==> src/rtl/bk_limb_sequencer.sv <==
// bk_limb_sequencer: streams operand limbs into an external W-bit carry-in adder,
// chains the carry between limbs and streams the sum limbs out, LS limb first.
// Latency: limb accepted at edge N -> result valid in cycle N+2; >= 3 cycles per limb.
// Backpressure: out_ready_i low holds EMIT with every result and adder register frozen.
//
// Ports:
//   clk, rst                 clock, asynchronous active-high reset
//   start_i, len_i, cin_i    operation request (sampled in IDLE only)
//   a_i, b_i, in_valid_i,    operand limb stream (valid/ready)
//   in_ready_o
//   add_a_o, add_b_o,        registered operands to the adder
//   add_cin_o, add_sum_i     and its combinational {carry_out, sum} result
//   out_sum_o, out_last_o,   result limb stream (valid/ready)
//   out_valid_o, out_ready_i
//   cout_o, busy_o, done_o   final carry, activity flag, end-of-operation pulse

module bk_limb_sequencer #(
  parameter int W = 6
) (
  input  logic         clk,
  input  logic         rst,
  input  logic         start_i,
  input  logic [3:0]   len_i,
  input  logic         cin_i,
  input  logic [W-1:0] a_i,
  input  logic [W-1:0] b_i,
  input  logic         in_valid_i,
  output logic         in_ready_o,
  output logic [W-1:0] add_a_o,
  output logic [W-1:0] add_b_o,
  output logic         add_cin_o,
  input  logic [W:0]   add_sum_i,
  output logic [W-1:0] out_sum_o,
  output logic         out_last_o,
  output logic         out_valid_o,
  input  logic         out_ready_i,
  output logic         cout_o,
  output logic         busy_o,
  output logic         done_o
);

  localparam logic [2:0] S_IDLE = 3'd0;
  localparam logic [2:0] S_LOAD = 3'd1;
  localparam logic [2:0] S_ADD  = 3'd2;
  localparam logic [2:0] S_EMIT = 3'd3;
  localparam logic [2:0] S_DONE = 3'd4;

  logic [2:0] state;
  logic [2:0] state_nxt;
  logic       carry_q;
  logic [3:0] remaining_q;

  logic       in_fire;
  logic       out_fire;

  // in_ready_o / out_valid_o are flops that mirror LOAD / EMIT, so using them
  // in the handshake terms is equivalent to a state compare and input-free.
  assign in_fire  = in_valid_i & in_ready_o;
  assign out_fire = out_valid_o & out_ready_i;

  always_comb begin
    state_nxt = state;
    case (state)
      S_IDLE: if (start_i && (len_i != 4'd0)) state_nxt = S_LOAD;
      S_LOAD: if (in_fire) state_nxt = S_ADD;
      S_ADD:  state_nxt = S_EMIT;
      S_EMIT: if (out_fire) state_nxt = out_last_o ? S_DONE : S_LOAD;
      S_DONE: state_nxt = S_IDLE;
      default: state_nxt = S_IDLE;
    endcase
  end

  // Control flops: the status outputs are decoded from the next state and
  // registered so they track the state register exactly.
  always_ff @(posedge clk or posedge rst) begin
    if (rst) begin
      state       <= S_IDLE;
      in_ready_o  <= 1'b0;
      out_valid_o <= 1'b0;
      busy_o      <= 1'b0;
      done_o      <= 1'b0;
    end else begin
      state       <= state_nxt;
      in_ready_o  <= (state_nxt == S_LOAD);
      out_valid_o <= (state_nxt == S_EMIT);
      busy_o      <= (state_nxt != S_IDLE);
      done_o      <= (state_nxt == S_DONE);
    end
  end

  // Datapath flops: each register only moves in the one state that owns it,
  // which is what keeps everything frozen while EMIT is back-pressured.
  always_ff @(posedge clk or posedge rst) begin
    if (rst) begin
      carry_q     <= 1'b0;
      remaining_q <= 4'd0;
      add_a_o     <= '0;
      add_b_o     <= '0;
      add_cin_o   <= 1'b0;
      out_sum_o   <= '0;
      out_last_o  <= 1'b0;
      cout_o      <= 1'b0;
    end else begin
      case (state)
        S_IDLE: begin
          if (start_i && (len_i != 4'd0)) begin
            carry_q     <= cin_i;
            remaining_q <= len_i;
            cout_o      <= 1'b0;
          end
        end
        S_LOAD: begin
          if (in_fire) begin
            add_a_o     <= a_i;
            add_b_o     <= b_i;
            add_cin_o   <= carry_q;
            remaining_q <= remaining_q - 4'd1;
          end
        end
        S_ADD: begin
          // Adder inputs have been stable for a full cycle; capture its result.
          out_sum_o  <= add_sum_i[W-1:0];
          carry_q    <= add_sum_i[W];
          out_last_o <= (remaining_q == 4'd0);
        end
        S_EMIT: begin
          if (out_fire && out_last_o) begin
            cout_o <= carry_q;
          end
        end
        default: begin
        end
      endcase
    end
  end

endmodule

==> config.mk <==
export PLATFORM = sky130hd
export DESIGN_NAME = bk_limb_sequencer
export DESIGN_NICKNAME = d
export VERILOG_FILES = /design/src/rtl/bk_limb_sequencer.sv
export SDC_FILE = /design/constraint.sdc
export NUM_CORES = 1
export LEC_CHECK = 0
export ABC_AREA = 1
export BUFFER_PORTS_ARGS = -buffer_cell sky130_fd_sc_hd__buf_2
export CAP_MARGIN = 20
export CORE_UTILIZATION = 45
export CTS_BUF_LIST = sky130_fd_sc_hd__clkbuf_8
export CTS_CLUSTER_SIZE = 16
export DETAILED_ROUTE_END_ITERATION = 10
export PLACE_DENSITY = 0.74
export SLEW_MARGIN = 20
export SYNTH_ARGS = -nofsm -noshare
export SYNTH_HDL_FRONTEND = slang
export SYNTH_SLANG_ARGS = --single-unit
==> constraint.sdc <==
create_clock -name clk -period 2.3 [get_ports clk]
set_input_delay 0.115 -clock clk [delete_from_list [all_inputs] [get_ports clk]]
set_output_delay 0.115 -clock clk [all_outputs]
set_load 0.05 [all_outputs]
==> results of run 1 <==
registers in the layout (all words and copies together) (netlist names):
name / flops
add_cin_o: 1
busy_o: 1
out_valid_o: 1
state: 3
add_a_o: 6
add_b_o: 6
done_o: 1
out_last_o: 1
remaining_q: 4
cout_o: 1
out_sum_o: 6
carry_q: 1
in_ready_o: 1
power groups by stage:
| stage | Combinational (mW) | Sequential [mW] | Clock [mW] |
|---|---|---|---|
| 2_1_floorplan | 0.585 | 1.65 | 0 |
| 3_3_place_gp | 1.56 | 1.00 | 0 |
| 3_5_place_dp | 1.58 | 0.994 | 0 |
| 4_1_cts | 1.58 | 0.991 | 0.412 |
| 5_1_grt | 1.71 | 1.02 | 0.445 |
| 6_report | 1.56 | 0.990 | 0.405 |
routing by layer:
layer  vias to the layer above  global-route usage [%]  wire length (µm)
met5                         -                       0                 0
met4                         0                   7.973                18
met3                         2                   7.576               185
met2                        44                   27.14              1301
met1                       552                   26.08              1423
li1                        665                       -                 -
cells in the mapped netlist (all sizes together):
cell    instances  share of area [%]
o21bai          1               0.50
o21ai           8                2.7
nand3          12                4.7
nor2           10                3.7
nand2          90                 24
ha              1               0.84
a21oi           1               0.33
buf             3                1.8
inv            19                4.8
nand4           1                1.4
dfrtp          33                 55
repair_timing:
item | in CTS | in global routing
hold endpoints to repair | 33 | 0
hold buffers | 1 | 0
resized for setup | 0 | 0
area by class of cell:
cell class	instances	share of cell area (%)
Clock buffer	5	3.642
Timing Repair Buffer	55	14.97
Tap cell	44	2.914
Sequential cell	33	43.71
Inverter	19	3.775
Clock inverter	3	0.7285
Multi-Input combinational cell	124	30.26
how the worst min path moves through the flow:
stage          slack [ns]          to  depth (start not counted)
2_1_floorplan        0.22  add_a_o[0]                          2
3_3_place_gp         0.22  add_a_o[1]                          3
3_5_place_dp         0.22  add_a_o[1]                          3
4_1_cts              0.02  add_b_o[2]                          3
5_1_grt              0.02  add_b_o[4]                          3
6_report             0.03  add_b_o[2]                          3
critical path: cells and delay by family, from the launching register on:
kind	cells	cell delay, ns
flops	1	0.45
simple gates	4	0.59
buf+inv	2	0.30
kinds of logic after synthesis:
logic type	count (synthesis)
AO/OA/AOI/OAI	10
AND/OR/NAND/NOR	113
flip-flops	33
buffers and inverters	22
adder cells (fa/ha/maj)	1
metrics by stage:
step	power, mW	instance area [µm²]	hold slack (ns)	std cells
after detailed placement	2.573	1797	0.2196	274
after CTS	2.982	1889	0.01900	283
final	2.959	1889	0.02739	283
after global placement	2.556	1797	0.2242	274
after floorplan	2.234	1496	0.2246	179
after global routing	3.176	1889	0.01724	283
==> qor.yml, run 1 <==
run_status:
  status: "finished clean"
sta:
  setup_violations: 0
  drv_slew: 0
  period_share_pct: 62.75
  finalSetupTns_ns: 0
  rsz0062_at_grt: "false"
  max_freq_mhz: 692.8
  maxSlewHeadroom_pct: 72.76
  timing.final.ws_setup_ns: 0.8566
  clock_skew_ns: 0.006886
  period_minus_slack_ns: 1.443
  worst_slew_pin_slew_ns: 0.4086
  hold_viol_final: 0
critical_path:
  reg2reg_slack_ns: 0.86
  cp-endpoint: "in_ready_o"
  cp.arrival_ns: 1.62
  regToRegEndpoint: "in_ready_o"
  critPathSlowestCell: "dfrtp_1"
  critPathLaunchType: "flop"
  crit_path_max_incr_delay_ns: 0.45
  crit_type: "reg -> reg"
  crit_fanout: 18
  endpoint_kind: "flop"
  path_cells: "nor2_4 > nand4_4 > inv_2 > nor2_1 > nand2_1 > inv_1"
  r2r_start: "state[1]"
  required_ns: 2.48
  startpoint: "state[1]"
  reg2regPathDepth: 6
synth:
  yosysSeqAreaShare_pct: 55.18
  synth-adder-area-share_pct: 0.8361
  netlist_area_um2: 1496
  syn_nets: 209
  synth-simple-area-share_pct: 33.86
  synth-compound-area-share_pct: 3.512
  synth.area.mux_share_pct: 0
  synthXorXnorAreaFrac_pct: 0
  synth-seq-cells: 33
  yosys.cell_types.count: 19
  syn_inst: 179
  syn_area_per_cell_um2: 8.360
  ys.warnings.count: 0
  synth_top_family_by_area: "simple AND/OR/NAND/NOR gates"
clocking:
  cts_setup_buffers: 0
  clk_pin_slew_ns: 0.07
  cts_buffers: 5
  cts_num_sinks: 33
  insertion_delay_ns: 0.28
  cts_tree: "yes"
  root_buffer: "clkbuf_8"
  cts_buffer_depth: 2
  h-tree-depth: 2
floorplanning:
  coreArea_um2: 3103
  rows: 20
  ios: 54
  start_util_pct: 48.23
  dieArea_um2: 3560
  die_y_um: 59.67
  die_w_um: 59.67
pwr:
  p_switching_mw: 1.535
  seqPwrFrac_pct: 33.5
  clkPwrFrac_pct: 13.7
  p_sw_share_pct: 51.88
  leakage_nw: 1.134
  p_per_area_nw_per_um2: 1566
  p_comb_share_pct: 52.8
  irDropWorstVdd_mv: 0.9653
  p_int_mw: 1.424
finish:
  finish.utilization_pct: 60.89
  multi_input_area_um2: 571.8
  final_cell_mix: "nand2_1, buf_2, dfrtp_1, inv_1, nand3_1"
  fin_nets: 268
  mostFrequentLayoutCell: "nand2_1"
  n_antenna_cell: 0
  synthToLayoutAreaGrowth_pct: 26.25
  regArea_um2: 825.8
  n_fill_cell: 314
  drive_gt1_share_pct: 30.96
global_route:
  grt_first_pass_wirelength_um: 4823
  grt_pass1_vias: 1121
  grt_usage_pct: 19.12
  grt-ovfl-total: 0
  grt_max_degree: 34
  antenna_found_initial: 0
worst_hold_path:
  hp-start: "b_i[2]"
  hp-class: "in -> reg"
routing:
  drt_iter0_drc: 60
  wirelength_um: 2928
  drc: 0
  antenna_left: 0
  firstDrtPassIters: 4
  vias_per_cell: 4.463
  post_drt_wl_per_cell_um: 10.35
  num_vias: 1263
place:
  gp_congestion: 0.7812
  pre_cts_slack_ns: 0.8612
  dp_hpwl_um: 2188
  portBuffers: 53
job:
  maxCapViolCount: 0
Note: power is estimated with default switching activity, not from simulation.
==> run 2: changes to the inputs <==
==> constraint.sdc (replaced) <==
create_clock -name clk -period 1.5 [get_ports clk]
set_input_delay 0.075 -clock clk [delete_from_list [all_inputs] [get_ports clk]]
set_output_delay 0.075 -clock clk [all_outputs]
set_load 0.05 [all_outputs]
==> qor.yml, run 2 (synthesis results as in run 1) <==
sta:
  hold_viol_final: 0  # unchanged
  worst_slew_pin_slew_ns: 0.3914  # -0.01716 ns
  max_freq_mhz: 774.7  # +12%
  drv_slew: 0  # unchanged
  clock_skew_ns: 0.005277  # -0.001609 ns
  rsz0062_at_grt: "false"
  setup_violations: 0  # unchanged
  period_share_pct: 86.05  # +23 points
  finalSetupTns_ns: 0  # unchanged
  period_minus_slack_ns: 1.291  # -0.1526 ns
  whs_ns: 0.09167  # +0.06428 ns
  maxSlewHeadroom_pct: 73.91  # +1.1 points
critical_path:
  critPathLaunchType: "flop"
  crit_fanout: 13  # -5
  required_ns: 1.68  # -0.80 ns
  crit_type: "reg -> reg"
  endpoint_kind: "flop"
  cp.arrival_ns: 1.47  # -0.15 ns
global_route:
  antenna_found_initial: 0  # unchanged
  grt_usage_pct: 22.71  # +3.6 points
  grt_pass1_vias: 1351  # +21%
  grt-ovfl-total: 0  # unchanged
  grt_max_degree: 34  # unchanged
  grt_first_pass_wirelength_um: 5754  # +19%
finish:
  final_cell_mix: "nand2_1, buf_2, dfrtp_1, dlygate4sd3_1, inv_1"
  fin_nets: 288  # +7.5%
  final_cells: 302  # +6.7%
  mostFrequentLayoutCell: "nand2_1"
  synthToLayoutAreaGrowth_pct: 39.55
  fin_area_um2: 2088  # +11%
  drive_gt1_share_pct: 29.07  # -1.9 points
  n_antenna_cell: 0  # unchanged
  reg.largest.list: "add_a_o: 6 flops, add_b_o: 6 flops, out_sum_o: 6 flops"
place:
  dp_hpwl_um: 2248  # +2.7%
  postPlaceCellArea_um2: 1812  # +0.84%
  portBuffers: 53  # unchanged
  gp_congestion: 0.7984  # +2.2%
  post-place-cells: 276  # +0.73%
floorplanning:
  rows: 20  # unchanged
  coreArea_um2: 3103  # unchanged
  ios: 54  # unchanged
  start_util_pct: 48.23  # unchanged
  die_y_um: 59.67  # unchanged
  dieArea_um2: 3560  # unchanged
  die_w_um: 59.67  # unchanged
pwr:
  leakage_nw: 1.217  # +7.3%
  p_per_area_nw_per_um2: 2224  # +42%
  irDropWorstVdd_mv: 1.132  # +17%
worst_hold_path:
  hp-class: "in -> reg"
run_status:
  status: "finished clean"
routing:
  vias_per_cell: 4.566  # +2.3%
  drc: 0  # unchanged
  firstDrtPassIters: 4  # unchanged
  antenna_left: 0  # unchanged
  post_drt_wl_per_cell_um: 11.24  # +8.6%
  num_vias: 1379  # +9.2%
  drt_iter0_drc: 29  # -52%
  wirelength_um: 3394  # +16%
clocking:
  cts_tree: "yes"
  cts_buffers: 5  # unchanged
  clk_pin_slew_ns: 0.06  # about the same
  h-tree-depth: 2  # unchanged
  insertion_delay_ns: 0.28  # about the same
  cts_num_sinks: 33  # unchanged
  cts_buffer_depth: 2  # unchanged
  ctsResizeCount: 0  # unchanged
  root_buffer: "clkbuf_8"
job:
  maxCapViolCount: 0  # unchanged
-- run 2: changes by cell type in the layout (fill, tap and decap cells not counted) --
| cell | before | now |
|---|---|---|
| dlygate4sd3_1 | 1 | 19 |
| buf_4 | 1 | 3 |
| clkinv_2 | 2 | 0 |
| clkbuf_8 | 5 | 6 |
-- run 2: stage by stage --
step	util, %	total power [mW]	worst slack (ns)
global placement	58.39	3.940	0.2884
detailed placement	58.39	3.964	0.2295
CTS	67.30	4.667	0.2125
global route	67.30	4.961	0.04166
floorplan	-	3.426	0.1642
finish	67.30	4.643	0.2092
-- run 2: power by group --
group / internal (mW) / total, mW / switching, mW
registers: 1.28 / 1.53 / 0.253
clock network: 0.356 / 0.646 / 0.290
logic: 0.643 / 2.47 / 1.82
total: 2.28 / 4.64 / 2.37
-- run 2: path summary, 6_finish.rpt --
check	from	to	slack (ns)	depth (start not counted)
worst max register to register	state[1]	in_ready_o	0.21	6
min in group asynchronous	rst	add_a_o[1]	0.41	4
worst max-delay path	state[1]	in_ready_o	0.21	6
max in group asynchronous	rst	add_a_o[0]	0.79	4
worst min-delay path	add_sum_i[6]	carry_q	0.09	5
worst min register to register	out_sum_o[5]	out_sum_o[5]	0.48	2
-- run 2: timing repair --
action | 4_1_cts | 5_1_grt
buffers inserted | 0 | 0
endpoints found under the hold margin | 51 | 0
hold buffers | 19 | 0
-- run 2: per-layer routing --
metal / track usage, % / routed length [µm] / part of all wire (%)
met5: 0 / 0 / 0
met1: 27.03 / 1496 / 44
met2: 37.78 / 1676 / 49
met3: 6.494 / 157 / 4.6
met4: 10.96 / 64 / 1.9
-- run 2: final cells by class --
class	instances	area, µm²
clock buffers	6	82.58
clock inverters	1	3.754
fillers	274	1015
inverters	19	71.32
multi-input cells	124	571.8
flip-flops and latches	33	825.8
well taps	44	55.05
repair buffers	75	478.0
-- run 2: worst max-delay path, cell delays in order, from the launching register on --
cell and delay (ns):
dfrtp_1 0.45, nor2_4 0.16, nand4_4 0.14, inv_2 0.22, nor2_1 0.11, nand2_1 0.07, inv_1 0.03
==> run 3: changes to the inputs <==
--- a/config.mk
+++ b/config.mk
@@ -6,14 +6,15 @@
 export NUM_CORES = 1
 export LEC_CHECK = 0
 export ABC_AREA = 1
+export ABC_CLOCK_PERIOD_IN_PS = 1500
 export BUFFER_PORTS_ARGS = -buffer_cell sky130_fd_sc_hd__buf_2
 export CAP_MARGIN = 20
 export CORE_UTILIZATION = 45
 export CTS_BUF_LIST = sky130_fd_sc_hd__clkbuf_8
 export CTS_CLUSTER_SIZE = 16
 export DETAILED_ROUTE_END_ITERATION = 10
-export PLACE_DENSITY = 0.74
-export SLEW_MARGIN = 20
+export PLACE_DENSITY = 0.85
+export SLEW_MARGIN = 0
 export SYNTH_ARGS = -nofsm -noshare
 export SYNTH_HDL_FRONTEND = slang
 export SYNTH_SLANG_ARGS = --single-unit
==> qor.yml, run 3 (synthesis results as in run 1) <==
run_status:
  status: "finished clean"
place:
  portBuffers: 53  # unchanged
  dp_hpwl_um: 2177  # -3.2%
  gp_congestion: 0.7928  # -0.70%
  post-place-cells: 275  # -0.36%
  pre_cts_slack_ns: 0.1870  # -0.04252 ns
clocking:
  ctsResizeCount: 0  # unchanged
  cts_buffer_depth: 2  # unchanged
  insertion_delay_ns: 0.28  # about the same
  cts_tree: "yes"
  cts_num_sinks: 33  # unchanged
  cts_buffers: 5  # unchanged
  clk_pin_slew_ns: 0.07  # about the same
  h-tree-depth: 2  # unchanged
  cts_hold_buf: 18  # -1
  root_buffer: "clkbuf_8"
  cts_setup_buffers: 0  # unchanged
critical_path:
  critPathSlowestCell: "dfrtp_1"
  critPathLaunchType: "flop"
  path_cells: "inv_2 > nand3_2 > inv_1 > nand2_1 > nand2_1 > nand2_1 > o21ai_1"
  cp_num_buf_inv: 2  # unchanged
  crit_path_max_incr_delay_ns: 0.45  # about the same
  cp_common_cell: "nand2_1"
  startpoint: "state[0]"
  required_ns: 1.71  # +0.03 ns
  r2r_start: "state[0]"
  crit_family: "flip-flops"
  crit_type: "reg -> reg"
  cp.arrival_ns: 1.55  # +0.08 ns
  crit_fanout: 11  # -2
  endpoint_kind: "flop"
sta:
  period_minus_slack_ns: 1.343  # +0.05227 ns
  period_share_pct: 89.54  # +3.5 points
  setup_violations: 0  # unchanged
  worst_slew_pin_slew_ns: 0.4035  # +0.01213 ns
  max_freq_mhz: 744.6  # -3.9%
  clock_skew_ns: 0.006097  # +0.0008195 ns
  maxSlewHeadroom_pct: 73.10  # -0.81 points
  timing.final.ws_setup_ns: 0.1570  # -0.05228 ns
  drv_slew: 0  # unchanged
  finalSetupTns_ns: 0  # unchanged
  hold_viol_final: 0  # unchanged
  rsz0062_at_grt: "false"
routing:
  vias_per_cell: 4.458  # -2.4%
  firstDrtPassIters: 4  # unchanged
  num_vias: 1342  # -2.7%
  wirelength_um: 3122  # -8.0%
  antenna_left: 0  # unchanged
  drc: 0  # unchanged
  post_drt_wl_per_cell_um: 10.37  # -7.7%
  drt_iter0_drc: 46  # +59%
finish:
  fin_nets: 286  # -0.69%
  synthToLayoutAreaGrowth_pct: 38.38
  final_cell_mix: "nand2_1, buf_2, dfrtp_1, dlygate4sd3_1, inv_1"
  n_antenna_cell: 0  # unchanged
  reg.largest.list: "add_a_o: 6 flops, add_b_o: 6 flops, out_sum_o: 6 flops"
  mostFrequentLayoutCell: "nand2_1"
  drive_gt1_share_pct: 29.57  # +0.50 points
  final_cells: 301  # -0.33%
floorplanning:
  dieArea_um2: 3560  # unchanged
  ios: 54  # unchanged
  start_util_pct: 48.23  # unchanged
  die_w_um: 59.67  # unchanged
  coreArea_um2: 3103  # unchanged
  die_y_um: 59.67  # unchanged
  rows: 20  # unchanged
global_route:
  grt_first_pass_wirelength_um: 5112  # -11%
  grt-ovfl-total: 0  # unchanged
  antenna_found_initial: 0  # unchanged
  grt_pass1_vias: 1163  # -14%
  grt_usage_pct: 19.79  # -2.9 points
  grt_max_degree: 34  # unchanged
pwr:
  irDropWorstVdd_mv: 1.306  # +15%
  p_per_area_nw_per_um2: 2220  # -0.14%
  leakage_nw: 1.204  # -1.1%
worst_hold_path:
  hp-start: "b_i[1]"
  hp-class: "in -> reg"
job:
  maxCapViolCount: 0  # unchanged
## run 3: cell count changes in the layout (fill, tap and decap cells not counted), sizes merged
cell	before	now
clkinv	0	2
buf	56	55
clkbuf	6	5
clkinvlp	0	1
dlygate4sd3	19	18
inv	20	19
## run 3: area by class of cell
class                      instances  area, µm²
clock buffer                       5      68.82
clock inverter                     3      17.52
fill                             262       1032
inverter                          19      71.32
multi-input combinational        124      571.8
sequential                        33      825.8
tap                               44      55.05
timing repair buffer              73      460.4
## run 3: metal layers
metal  part of all wire [%]  wire length [µm]  global-route usage, %  vias to the layer above
li1                       -                 -                      -                      701
met1                     46              1426                  26.69                      592
met2                     47              1473                  30.79                       46
met3                    6.4               201                  6.494                        3
met4                   0.67                21                  4.983                        0
met5                      0                 0                      0                        -
## run 3: final timing paths
kind                                      to  slack (ns)  cells after the start
worst min-delay path              add_b_o[1]        0.02                      3
worst max-delay path                 carry_q        0.16                      7
worst max register to register       carry_q        0.16                      7
worst min register to register    add_b_o[4]        0.48                      2
min in group asynchronous       out_sum_o[2]        0.44                      4
max in group asynchronous             cout_o        0.77                      4
## run 3: tightest hold or removal path: cells and delay by family
family        cells  cell delay, ns
buf+inv           1            0.08
simple gates      2            0.12
## run 3: where the power goes
| part | internal (mW) | total, mW | leakage (nW) | switching, mW |
|---|---|---|---|---|
| Sequential | 1.27 | 1.51 | 0.415 | 0.238 |
| Combinational | 0.634 | 2.45 | 0.745 | 1.82 |
| Clock | 0.319 | 0.635 | 0.0439 | 0.315 |
## run 3: per-stage QoR
stage | hold WS (ns) | instance area, µm² | power [mW] | util (%)
2_1_floorplan | 0.1846 | 1496 | 3.426 | -
3_3_place_gp | 0.1722 | 1804 | 3.911 | 58.15
3_5_place_dp | 0.1780 | 1804 | 3.950 | 58.15
4_1_cts | 0.01826 | 2071 | 4.638 | 66.73
5_1_grt | 0.02605 | 2071 | 4.943 | 66.73
6_report | 0.02239 | 2071 | 4.598 | 66.73
